[src/rtl/cache_pkg.sv]
// Shared types and geometry for the direct-mapped read cache.
package cache_pkg;
    localparam int unsigned ADDR_W   = 32;
    localparam int unsigned DATA_W   = 32;
    localparam int unsigned LINES    = 16;
    localparam int unsigned OFFSET_W = 2;
    localparam int unsigned INDEX_W  = 4;
    localparam int unsigned TAG_W    = ADDR_W - INDEX_W - OFFSET_W;
    localparam int unsigned STAT_W   = 16;

    typedef logic [TAG_W-1:0]   tag_t;
    typedef logic [INDEX_W-1:0] index_t;

    typedef enum logic [2:0] {
        IDLE,
        LOOKUP,
        REFILL,
        RESPOND,
        FLUSH
    } state_t;

    function automatic logic [STAT_W-1:0] sat_inc(input logic [STAT_W-1:0] v);
        return (v == '1) ? v : v + 1'b1;
    endfunction
endpackage

[src/rtl/cache_controller_if.sv]
// CPU request/response, flush and refill signals of the cache controller.
interface cache_controller_if;
    logic        iReqValid;
    logic [31:0] iReqAddr;
    logic        oReqReady;
    logic        oRspValid;
    logic [31:0] oRspData;
    logic        oRspErr;
    logic        iFlush;
    logic [31:0] iFlushAddress;
    logic        oFlushAck;
    logic        oMemReq;
    logic [31:0] oMemAddr;
    logic        iMemValid;
    logic [31:0] iMemData;
    logic [15:0] oHitCount;
    logic [15:0] oMissCount;

    modport slave (
        input  iReqValid, iReqAddr, iFlush, iFlushAddress, iMemValid, iMemData,
        output oReqReady, oRspValid, oRspData, oRspErr, oFlushAck, oMemReq, oMemAddr,
               oHitCount, oMissCount
    );

    modport master (
        output iReqValid, iReqAddr, iFlush, iFlushAddress, iMemValid, iMemData,
        input  oReqReady, oRspValid, oRspData, oRspErr, oFlushAck, oMemReq, oMemAddr,
               oHitCount, oMissCount
    );
endinterface

[src/rtl/cache_array.sv]
// Valid/tag/data storage: combinational read port, one write port.
// A write with wr_valid=0 only invalidates the line.
module cache_array
    import cache_pkg::*;
(
    input  logic              clk,
    input  logic              rst_n,
    input  index_t            rd_index,
    output logic              rd_valid,
    output tag_t              rd_tag,
    output logic [DATA_W-1:0] rd_data,
    input  logic              wr_en,
    input  index_t            wr_index,
    input  logic              wr_valid,
    input  tag_t              wr_tag,
    input  logic [DATA_W-1:0] wr_data
);
    logic [LINES-1:0]  valid;
    tag_t              tags [LINES];
    logic [DATA_W-1:0] data [LINES];

    assign rd_valid = valid[rd_index];
    assign rd_tag   = tags[rd_index];
    assign rd_data  = data[rd_index];

    always_ff @(posedge clk or negedge rst_n) begin
        if (!rst_n) begin
            valid <= '0;
        end else if (wr_en) begin
            valid[wr_index] <= wr_valid;
        end
    end

    always_ff @(posedge clk) begin
        if (wr_en && wr_valid) begin
            tags[wr_index] <= wr_tag;
            data[wr_index] <= wr_data;
        end
    end
endmodule

[src/rtl/cache_controller.sv]
// Direct-mapped 16-line read cache controller with refill timeout,
// single-line flush and saturating hit/miss statistics.
module cache_controller
    import cache_pkg::*;
#(
    parameter int unsigned REFILL_TIMEOUT = 255
) (
    input logic         iClk,
    input logic         iRst,
    cache_controller_if.slave bus
);
    localparam int unsigned CNT_W = $clog2(REFILL_TIMEOUT + 1);

    state_t                   state, state_next;
    logic [ADDR_W-1:OFFSET_W] req_word;
    logic [DATA_W-1:0]        rsp_data;
    logic                     rsp_err;
    logic [CNT_W-1:0]         refill_cnt;
    logic [STAT_W-1:0]        hit_cnt, miss_cnt;

    tag_t              req_tag, flush_tag, rd_tag;
    index_t            req_index, flush_index, rd_index;
    logic              rd_valid;
    logic [DATA_W-1:0] rd_data;
    logic              hit, flush_match, timeout, wr_en, wr_valid;
    logic              unused_offsets;

    assign req_tag        = req_word[ADDR_W-1 -: TAG_W];
    assign req_index      = req_word[OFFSET_W +: INDEX_W];
    assign flush_tag      = bus.iFlushAddress[ADDR_W-1 -: TAG_W];
    assign flush_index    = bus.iFlushAddress[OFFSET_W +: INDEX_W];
    assign unused_offsets = ^{bus.iReqAddr[OFFSET_W-1:0], bus.iFlushAddress[OFFSET_W-1:0]};

    // The single read port is shared: flush probes its own index, everything else the request's.
    assign rd_index    = (state == FLUSH) ? flush_index : req_index;
    assign hit         = rd_valid && (rd_tag == req_tag);
    assign flush_match = rd_valid && (rd_tag == flush_tag);
    assign timeout     = (refill_cnt == CNT_W'(REFILL_TIMEOUT - 1));

    cache_array u_array (
        .clk      (iClk),
        .rst_n    (iRst),
        .rd_index (rd_index),
        .rd_valid (rd_valid),
        .rd_tag   (rd_tag),
        .rd_data  (rd_data),
        .wr_en    (wr_en),
        .wr_index (rd_index),
        .wr_valid (wr_valid),
        .wr_tag   (req_tag),
        .wr_data  (bus.iMemData)
    );

    always_comb begin
        state_next = state;
        wr_en      = 1'b0;
        wr_valid   = 1'b0;
        case (state)
            IDLE: begin
                if (bus.iFlush)         state_next = FLUSH;
                else if (bus.iReqValid) state_next = LOOKUP;
            end
            LOOKUP:  state_next = hit ? RESPOND : REFILL;
            REFILL: begin
                if (bus.iMemValid) begin
                    wr_en      = 1'b1;
                    wr_valid   = 1'b1;
                    state_next = RESPOND;
                end else if (timeout) begin
                    state_next = RESPOND;
                end
            end
            RESPOND: state_next = IDLE;
            FLUSH: begin
                wr_en      = flush_match;
                state_next = IDLE;
            end
            default: state_next = IDLE;
        endcase
    end

    always_ff @(posedge iClk or negedge iRst) begin
        if (!iRst) state <= IDLE;
        else       state <= state_next;
    end

    always_ff @(posedge iClk or negedge iRst) begin
        if (!iRst) begin
            req_word   <= '0;
            rsp_data   <= '0;
            rsp_err    <= 1'b0;
            refill_cnt <= '0;
            hit_cnt    <= '0;
            miss_cnt   <= '0;
        end else begin
            case (state)
                IDLE: begin
                    refill_cnt <= '0;
                    if (!bus.iFlush && bus.iReqValid) req_word <= bus.iReqAddr[ADDR_W-1:OFFSET_W];
                end
                LOOKUP: begin
                    refill_cnt <= '0;
                    if (hit) begin
                        rsp_data <= rd_data;
                        rsp_err  <= 1'b0;
                        hit_cnt  <= sat_inc(hit_cnt);
                    end else begin
                        miss_cnt <= sat_inc(miss_cnt);
                    end
                end
                REFILL: begin
                    if (bus.iMemValid) begin
                        rsp_data <= bus.iMemData;
                        rsp_err  <= 1'b0;
                    end else if (timeout) begin
                        rsp_data <= '0;
                        rsp_err  <= 1'b1;
                    end else begin
                        refill_cnt <= refill_cnt + 1'b1;
                    end
                end
                default: ;
            endcase
        end
    end

    assign bus.oReqReady  = iRst && (state == IDLE) && !bus.iFlush;
    assign bus.oRspValid  = (state == RESPOND);
    assign bus.oRspData   = rsp_data;
    assign bus.oRspErr    = (state == RESPOND) && rsp_err;
    assign bus.oFlushAck  = (state == FLUSH);
    assign bus.oMemReq    = (state == REFILL);
    assign bus.oMemAddr   = {req_word, {OFFSET_W{1'b0}}};
    assign bus.oHitCount  = hit_cnt;
    assign bus.oMissCount = miss_cnt;
endmodule

[src/flat_wrapper.sv]
// flat-port wrapper written by rule: the top's interface ports become plain ports
module cache_controller_flat import cache_pkg::*;
#(
    parameter int unsigned REFILL_TIMEOUT = 255
)
  (iClk, iRst, bus_iReqValid, bus_iReqAddr, bus_iFlush, bus_iFlushAddress, bus_iMemValid, bus_iMemData, bus_oReqReady, bus_oRspValid, bus_oRspData, bus_oRspErr, bus_oFlushAck, bus_oMemReq, bus_oMemAddr, bus_oHitCount, bus_oMissCount);
  cache_controller_if bus_i ();
  input logic iClk;
  input logic iRst;
  input wire logic [$bits(bus_i.iReqValid)-1:0] bus_iReqValid;
  input wire logic [$bits(bus_i.iReqAddr)-1:0] bus_iReqAddr;
  input wire logic [$bits(bus_i.iFlush)-1:0] bus_iFlush;
  input wire logic [$bits(bus_i.iFlushAddress)-1:0] bus_iFlushAddress;
  input wire logic [$bits(bus_i.iMemValid)-1:0] bus_iMemValid;
  input wire logic [$bits(bus_i.iMemData)-1:0] bus_iMemData;
  output wire logic [$bits(bus_i.oReqReady)-1:0] bus_oReqReady;
  output wire logic [$bits(bus_i.oRspValid)-1:0] bus_oRspValid;
  output wire logic [$bits(bus_i.oRspData)-1:0] bus_oRspData;
  output wire logic [$bits(bus_i.oRspErr)-1:0] bus_oRspErr;
  output wire logic [$bits(bus_i.oFlushAck)-1:0] bus_oFlushAck;
  output wire logic [$bits(bus_i.oMemReq)-1:0] bus_oMemReq;
  output wire logic [$bits(bus_i.oMemAddr)-1:0] bus_oMemAddr;
  output wire logic [$bits(bus_i.oHitCount)-1:0] bus_oHitCount;
  output wire logic [$bits(bus_i.oMissCount)-1:0] bus_oMissCount;
  assign bus_i.iReqValid = bus_iReqValid;
  assign bus_i.iReqAddr = bus_iReqAddr;
  assign bus_i.iFlush = bus_iFlush;
  assign bus_i.iFlushAddress = bus_iFlushAddress;
  assign bus_i.iMemValid = bus_iMemValid;
  assign bus_i.iMemData = bus_iMemData;
  assign bus_oReqReady = bus_i.oReqReady;
  assign bus_oRspValid = bus_i.oRspValid;
  assign bus_oRspData = bus_i.oRspData;
  assign bus_oRspErr = bus_i.oRspErr;
  assign bus_oFlushAck = bus_i.oFlushAck;
  assign bus_oMemReq = bus_i.oMemReq;
  assign bus_oMemAddr = bus_i.oMemAddr;
  assign bus_oHitCount = bus_i.oHitCount;
  assign bus_oMissCount = bus_i.oMissCount;
  cache_controller #(.REFILL_TIMEOUT(REFILL_TIMEOUT)) u_core (.iClk(iClk), .iRst(iRst), .bus(bus_i));
endmodule
[config.mk]
export PLATFORM = sky130hd
export DESIGN_NAME = cache_controller_flat
export DESIGN_NICKNAME = d
export VERILOG_FILES = /design/src/rtl/cache_pkg.sv /design/src/rtl/cache_controller_if.sv /design/src/rtl/cache_array.sv /design/src/rtl/cache_controller.sv /design/src/flat_wrapper.sv
export SDC_FILE = /design/constraint.sdc
export NUM_CORES = 1
export LEC_CHECK = 0
export CAP_MARGIN = 40
export CORE_ASPECT_RATIO = 1.5
export CORE_MARGIN = 2
export CORE_UTILIZATION = 31
export CTS_CLUSTER_SIZE = 16
export DETAILED_ROUTE_END_ITERATION = 12
export PLACE_DENSITY = 0.5
export SYNTH_ARGS = -nofsm -noshare
export SYNTH_HDL_FRONTEND = slang
export SYNTH_HIERARCHICAL = 1
export SYNTH_SLANG_ARGS = --single-unit
[constraint.sdc]
create_clock -name iClk -period 9.68 [get_ports iClk]
set_input_delay 0.968 -clock iClk [delete_from_list [all_inputs] [get_ports iClk]]
set_output_delay 0.968 -clock iClk [all_outputs]
set_load 0.02 [all_outputs]
==> results of run 1 <==
## final timing paths
check	start	end	cells past startpoint
setup / recovery	u_core/state[0]	u_core/u_array/tags[3][8]	14
hold / removal	iRst	u_core/bus.oHitCount[10]	1
setup reg to reg	u_core/state[0]	u_core/u_array/tags[3][8]	14
hold reg to reg	u_core/u_array/valid[7]	u_core/u_array/valid[7]	1
max in group asynchronous	iRst	u_core/req_word[15]	2
min in group iClk	u_core/u_array/valid[7]	u_core/u_array/valid[7]	1
## sequential cells by signal, summed over array words and instances (netlist names)
signal                 cells
u_core/req_word           30
u_core/bus.oHitCount      16
u_core/refill_cnt          8
u_core/u_array/valid      16
u_core/u_array/tags      416
u_core/rsp_err             1
u_core/u_array/data      512
u_core/bus.oRspData       32
u_core/bus.oMissCount     16
u_core/state               3
## worst reg2reg max path: cells and delay by family, from the launching register on
| kind | cells | cell delay (ps) |
|---|---|---|
| DFF | 1 | 480 |
| AOI/OAI and AO/OA | 2 | 560 |
| and+or+nand+nor | 6 | 2140 |
| buffers and inverters | 3 | 1540 |
| xor gates and xnor gates | 1 | 430 |
| muxes | 2 | 1310 |
## through the flow
step	setup WS (ps)	total power [W]	hold WS, ps
2_1_floorplan	2280	0.00867	444
3_3_place_gp	2200	0.0103	458
3_5_place_dp	2270	0.0104	471
4_1_cts	2630	0.0143	203
5_1_grt	2290	0.0147	220
6_report	2790	0.0140	224
## area by class of cell
type                       count  area share (%)
antenna                        1         0.00516
clock buffer                 117            5.34
clock inverter                66            1.26
inverter                      37           0.287
multi-input combinational    803            19.3
sequential                  1050            63.8
tap                         1732            4.47
timing repair buffer         266            5.50
## routing by layer
metal	wire (µm)	part of all wire, %	up-vias
met3	5020	4.7	162
met1	42200	39	10900
met2	56900	53	547
met5	36	0.033	-
li1	-	-	8702
met4	3620	3.4	6
## power by group through the flow
stage | Clock [W] | Sequential, W | Combinational, W
2_1_floorplan | 0 | 0.00588 | 0.00279
3_3_place_gp | 0 | 0.00574 | 0.00459
3_5_place_dp | 0 | 0.00576 | 0.00463
4_1_cts | 0.00396 | 0.00567 | 0.00465
5_1_grt | 0.00412 | 0.00571 | 0.00488
6_report | 0.00386 | 0.00565 | 0.00452
## cells by family (layout without fill, tap and decap cells)
| group | after synthesis | after routing | synth area share [%] |
|---|---|---|---|
| DFF | 1050 | 1050 | 75.8 |
| muxes | 275 | 275 | 14.1 |
| AOI/OAI and AO/OA | 227 | 227 | 3.92 |
| and+or+nand+nor | 213 | 213 | 2.60 |
| buffers and inverters | 141 | 486 | 1.67 |
| xor gates and xnor gates | 82 | 82 | 1.76 |
| adders and majority gates | 4 | 4 | 0.123 |
| other | 1 | 3 | 0.00919 |
## cell usage in the layout (no fill, tap or decap), types with 3 or more instances in the layout
cell type	synthesis	final
buf_12	0	11
nor4_1	3	3
and3_1	9	9
nand4_1	22	22
nor2_1	32	15
a22oi_1	150	150
and2_1	5	3
edfxtp_1	928	928
clkinv_2	0	28
bufinv_16	0	9
nand2_1	83	82
inv_1	37	37
mux4_2	236	236
o21ai_2	5	5
nand4b_1	3	3
nor3_1	8	8
clkinv_1	0	16
mux2_2	37	35
and3b_1	3	3
inv_6	0	3
nand3b_1	4	4
nor2_4	0	17
o21ai_0	46	46
nand3_1	21	21
xnor2_1	62	62
dfrtp_1	122	122
nor3b_1	4	3
o31ai_1	4	4
a21o_1	9	9
xor2_1	20	20
clkbuf_16	0	100
clkbuf_1	51	15
clkinv_4	0	5
clkdlybuf4s50_1	0	194
a21oi_1	4	4
buf_4	6	58
ha_1	4	4
==> run metrics, run 1 <==
result of the run finished clean; Cell Count Post-Placement 3,888; die area 135,000 µm²; library cell contributing the largest single delay on the critical path nor2_4; achievable frequency 0.145 GHz; multi-input logic area 9370 µm²; ranking of synthesized cells by instance count edfxtp_1, mux4_2, a22oi_1; class of the tightest hold or removal check input pin to async pin; worst setup path category flip-flop to flip-flop; Resize count post-CTS 0; unrepaired setup endpoints after global routing no; total of fill cells in the finished design 12,000; portion of total power attributed to combinational logic 32.2%; die width 300 µm; arrival time of data at the critical path endpoint 7200 ps; met2 global-route usage 28.9%; fraction of layout instances using a drive strength above 1 22.7%; gate family responsible for the most delay along the worst path simple AND/OR/NAND/NOR gates; number of pins exceeding their max-slew limit in the final report 0; maximum number of pins on one net before global-route repair 85; number of vias after detailed routing 20,300; TNS Setup 0 ps; switching power 0.00454 W; fraction of synthesized cell area taken by the top area cell type 68.3%; dpl cell area 45,300 µm²; per-cell routed wire length 26.5 µm; layer with the highest usage met2; CTS Hold Bufs 0; critical-path cell list nor3b_2, buf_4, mux2_8, buf_4, mux4_2, a22oi_1, nand2_1, xnor2_1, nand4_1, nor4_1, a21o_1, nand3_1, nor2_4, buf_4; cell type with the highest aggregate area in the netlist edfxtp_1; Slew HR 42.2%; flip-flop and latch area 30,900 µm²; register bit total from synthesis 1,050; cell with the most instances after synthesis edfxtp_1; sequential element share of the synthesized area 75.8%; final core utilization 37.0%; final instance area 48,500 µm²; area of the placeable core 131,000 µm²; Vert. Die Dim 448 µm; Most common cell on crit path buf_4; Worst VDD drop 0.396 mV; CP Max Fanout 63; number of failing setup endpoints in the final timing report 0; boundary pin count 202; Starting Density 31.1%; share of total power in sequential cells 40.3%; shortest clock period the worst path allows after layout 6890 ps; DRC violations left 0; final count of hold timing violations 0; number of flops mapped to enable cells by yosys 928; fraction of met3 tracks used by global routing 2.87%; internal power summed over all cells 0.00950 W; Yosys cell types 54; mean post-synth cell area 20.5 µm²; met1 demand-to-capacity share in global routing 19.3%; yosys warns 6; count of max-cap constraint violations 0; clock latency reported for the late side of the worst-skew pair 700 ps; Cells after Synth 1,993; Syn Std Cell Area 40,800 µm²; detailed router's first-iteration violation count 1,577; Num CTS Buffers 99; clock root buffer clkbuf_16; fraction of registers with async set or reset after synthesis 11.6%; Post-layout nets 2,362; prevailing post-synth register cell edfxtp_1; First-pass DRT Iterations 7; worst slew pin tran 867 ps; final clock skew 33.6 ps; antenna violations before repair 6; required time at the endpoint of the critical path 10,000 ps; number of input and output port buffers inserted 195; static leakage power 15.7 nW; startpoint type of the worst setup path flip-flop; total global routing track utilization 16.1%; Reg clk slew, reported paths 60 ps; ratio of final minimum period to clock period 71.1%; number of global-route vias before repair 22,300; PwrDens 290 nW/µm²; half-perimeter wire length after detailed placement 63,000 µm; routed wire length 108,000 µm; non-filler instance count after layout 4,072; maximum clock insertion buffer count 3; antenna violation net count after detailed routing 0; CTS tree built; Synth area leaders edfxtp_1, mux4_2, dfrtp_1; CP Buf/Inv Count 3; number of rows in the core area 163; global-route wire length before repair 156,000 µm; post-CTS setup buffers 0; endpoint class of the critical path flip-flop; share of total power consumed by net switching 32.3%; largest incremental delay on the critical path 740 ps; growth of design area from synthesis to finish 18.8%; total gr overflow 0; htree depth 3; clock network fraction of total power 27.5%; # clock sinks 1,050; last weighted congestion value of the routability-driven placer 0.744; vias per cell 5.00; reg2reg setup slack 2790 ps
Note: power is estimated with default switching activity, not from simulation.
==> run 2: changes to the inputs <==
--- a/config.mk
+++ b/config.mk
@@ -11,7 +11,7 @@
 export CORE_UTILIZATION = 31
 export CTS_CLUSTER_SIZE = 16
 export DETAILED_ROUTE_END_ITERATION = 12
-export PLACE_DENSITY = 0.5
+export PLACE_DENSITY = 0.51
 export SYNTH_ARGS = -nofsm -noshare
 export SYNTH_HDL_FRONTEND = slang
 export SYNTH_HIERARCHICAL = 1
==> constraint.sdc (replaced) <==
create_clock -name iClk -period 6 [get_ports iClk]
set_input_delay 0.6 -clock iClk [delete_from_list [all_inputs] [get_ports iClk]]
set_output_delay 0.6 -clock iClk [all_outputs]
set_load 0.02 [all_outputs]
==> run 2 against run 1 <==
Effect of this change: total power increased by 65%; non-clock buffer count up 40; via count grew 2.6%; sequential share of layout area down 0.89 points; cell area up 1.4%; clock power up 65%; critical endpoint is now u_core/u_array/tags[12][19].
==> run metrics, run 2 (same netlist as run 1, synthesis figures left out) <==
Most common cell on crit path buf_4; Post-layout nets 2,404 (+1.8%); DRC violations left 0 (unchanged); fraction of layout instances using a drive strength above 1 23.8% (+1.0 points); internal power summed over all cells 0.0156 W (+65%); per-cell routed wire length 26.8 µm (+1.4%); number of input and output port buffers inserted 195 (unchanged); area of the placeable core 131,000 µm² (unchanged); number of pins exceeding their max-slew limit in the final report 0 (unchanged); Worst VDD drop 0.365 mV (-7.8%); total global routing track utilization 16.2% (+0.10 points); Slew HR 40.9% (-1.3 points); detailed router's first-iteration violation count 1,755 (+11%); global-route wire length before repair 157,000 µm (+0.99%); growth of design area from synthesis to finish 20.5%; vias per cell 5.07 (+1.4%); hold_ws 480 ps (+256 ps); top library cells by usage in the layout, fill and taps aside edfxtp_1, mux4_2, clkdlybuf4s50_1, a22oi_1, dfrtp_1; count of max-cap constraint violations 0 (unchanged); maximum clock insertion buffer count 3 (unchanged); final clock skew 52.1 ps (+18.6 ps); total gr overflow 0 (unchanged); achievable frequency 0.173 GHz (+19%); endpoint class of the critical path flip-flop; antenna violations before repair 6 (unchanged); antenna violation net count after detailed routing 0 (unchanged); result of the run finished clean; clock root buffer clkbuf_16; # clock sinks 1,050 (unchanged); Resize count post-CTS 0 (unchanged); CTS tree built; maximum number of pins on one net before global-route repair 62 (-27%); largest incremental delay on the critical path 820 ps (+80 ps); total of fill cells in the finished design 12,000 (+0.042%); htree depth 3 (unchanged); half-perimeter wire length after detailed placement 64,000 µm (+1.6%); ratio of final minimum period to clock period 96.4% (+25 points); CP Max Fanout 20 (-68%); routed wire length 111,000 µm (+2.6%); final count of hold timing violations 0 (unchanged); required time at the endpoint of the critical path 6340 ps (-3660 ps); static leakage power 16.0 nW (+1.9%); Cell Count Post-Placement 3,927 (+1.0%); share of total power consumed by net switching 32.5% (+0.16 points); number of vias after detailed routing 20,900 (+2.6%); die width 300 µm (unchanged); clock latency reported for the late side of the worst-skew pair 730 ps (+30 ps); startpoint type of the worst setup path flip-flop; switching power 0.00752 W (+66%); unrepaired setup endpoints after global routing no; non-filler instance count after layout 4,120 (+1.2%); last weighted congestion value of the routability-driven placer 0.751 (+0.91%); worst slew pin tran 886 ps (+19.7 ps); most common library cell in the layout ignoring fill and taps edfxtp_1; Num CTS Buffers 99 (unchanged); class of the tightest hold or removal check flip-flop to flip-flop; library cell contributing the largest single delay on the critical path and2_2; arrival time of data at the critical path endpoint 6130 ps (-1070 ps); critical-path cell list nor3b_2, buf_4, mux2_2, and2_2, buf_4, buf_4, a22oi_1, nand2_1, xnor2_1, nand4_1, nor3_1, a21o_1, or3b_2, nor2_4, buf_4; number of global-route vias before repair 22,400 (+0.76%); largest register by flop count u_core/u_array/data; clock network fraction of total power 27.6% (about the same); Reg clk slew, reported paths 60 ps (about the same); worst setup path category flip-flop to flip-flop; final core utilization 37.5% (+0.53 points); die area 135,000 µm² (unchanged); number of flip-flops under the largest register name 512 (unchanged); Starting Density 31.1% (unchanged); Vert. Die Dim 448 µm (unchanged); share of total power in sequential cells 39.3% (-1.0 points); boundary pin count 202 (unchanged); number of failing setup endpoints in the final timing report 0 (unchanged); number of rows in the core area 163 (unchanged); First-pass DRT Iterations 4 (-3); portion of total power attributed to combinational logic 33.1% (+0.9 points); PwrDens 471 nW/µm² (+63%); shortest clock period the worst path allows after layout 5780 ps (-1100 ps)
## run 2: changes by cell type in the layout (fill, tap and decap cells not counted), moves of 2 or more
cell / change
buf_12: +20
clkinv_16: +3
buf_4: +20
clkbuf_1: +5
mux2_4: +2
diode_2: +4
clkinv_4: -3
clkinv_1: +4
clkbuf_8: +7
inv_6: -2
clkinv_2: -11
## run 2: layout make-up
class | count | area (µm²) | area share [%]
diodes | 5 | 12.5 | 0.0255
clock buffers | 129 | 2700 | 5.50
clock inverters | 56 | 612 | 1.24
inverters | 37 | 139 | 0.283
multi-input cells | 805 | 9400 | 19.1
flip-flops and latches | 1050 | 30900 | 62.9
well taps | 1732 | 2170 | 4.41
repair buffers | 306 | 3200 | 6.50
## run 2: final timing paths
| path | from | to | slack (ps) | depth (start not counted) |
|---|---|---|---|---|
| setup / recovery | u_core/state[0] | u_core/u_array/tags[12][19] | 220 | 15 |
| hold reg to reg | u_core/u_array/valid[4] | u_core/u_array/valid[4] | 480 | 1 |
| hold / removal | u_core/u_array/valid[4] | u_core/u_array/valid[4] | 480 | 1 |
| setup reg to reg | u_core/state[0] | u_core/u_array/tags[12][19] | 220 | 15 |
| min in group asynchronous | iRst | u_core/bus.oHitCount[8] | 500 | 2 |
| max in group asynchronous | iRst | u_core/req_word[23] | 4350 | 4 |
## run 2: what timing repair did
item                                   4_1_cts  5_1_grt
endpoints found under the hold margin       59        0
setup endpoints to repair                    0        5
hold buffers                                 1        0
setup buffers                                0        0
## run 2: worst max-delay path: cells and delay by family (launching register included)
family / cells / cell delay [ps]
xor gates and xnor gates: 1 / 170
muxes: 1 / 480
and+or+nand+nor: 7 / 2660
DFF: 1 / 490
buffers and inverters: 4 / 1230
AOI/OAI and AO/OA: 2 / 360
## run 2: stage by stage
step	setup TNS, ps	setup slack [ps]	area (µm²)	total power [W]
final	0	218	49100	0.0232
after detailed placement	0	238	45800	0.0170
after global placement	0	275	45800	0.0169
after floorplan	-103420	-458	40900	0.0140
after global routing	0	33.5	49100	0.0242
after CTS	0	194	49100	0.0235
## run 2: metal layers
metal	wire length [µm]	global-route usage [%]	up-vias
met2	58100	28.8	639
met3	5380	2.64	151
li1	-	-	8788
met5	14	0	-
met4	3610	5.87	2
met1	43500	19.9	11300
## run 2: power by group through the flow
stage               registers (W)  logic [W]  clock network [W]
floorplan                 0.00949    0.00451                  0
global placement          0.00923    0.00772                  0
detailed placement        0.00926    0.00776                  0
CTS                       0.00911    0.00779            0.00656
global route              0.00917    0.00818            0.00681
finish                    0.00911    0.00766            0.00638
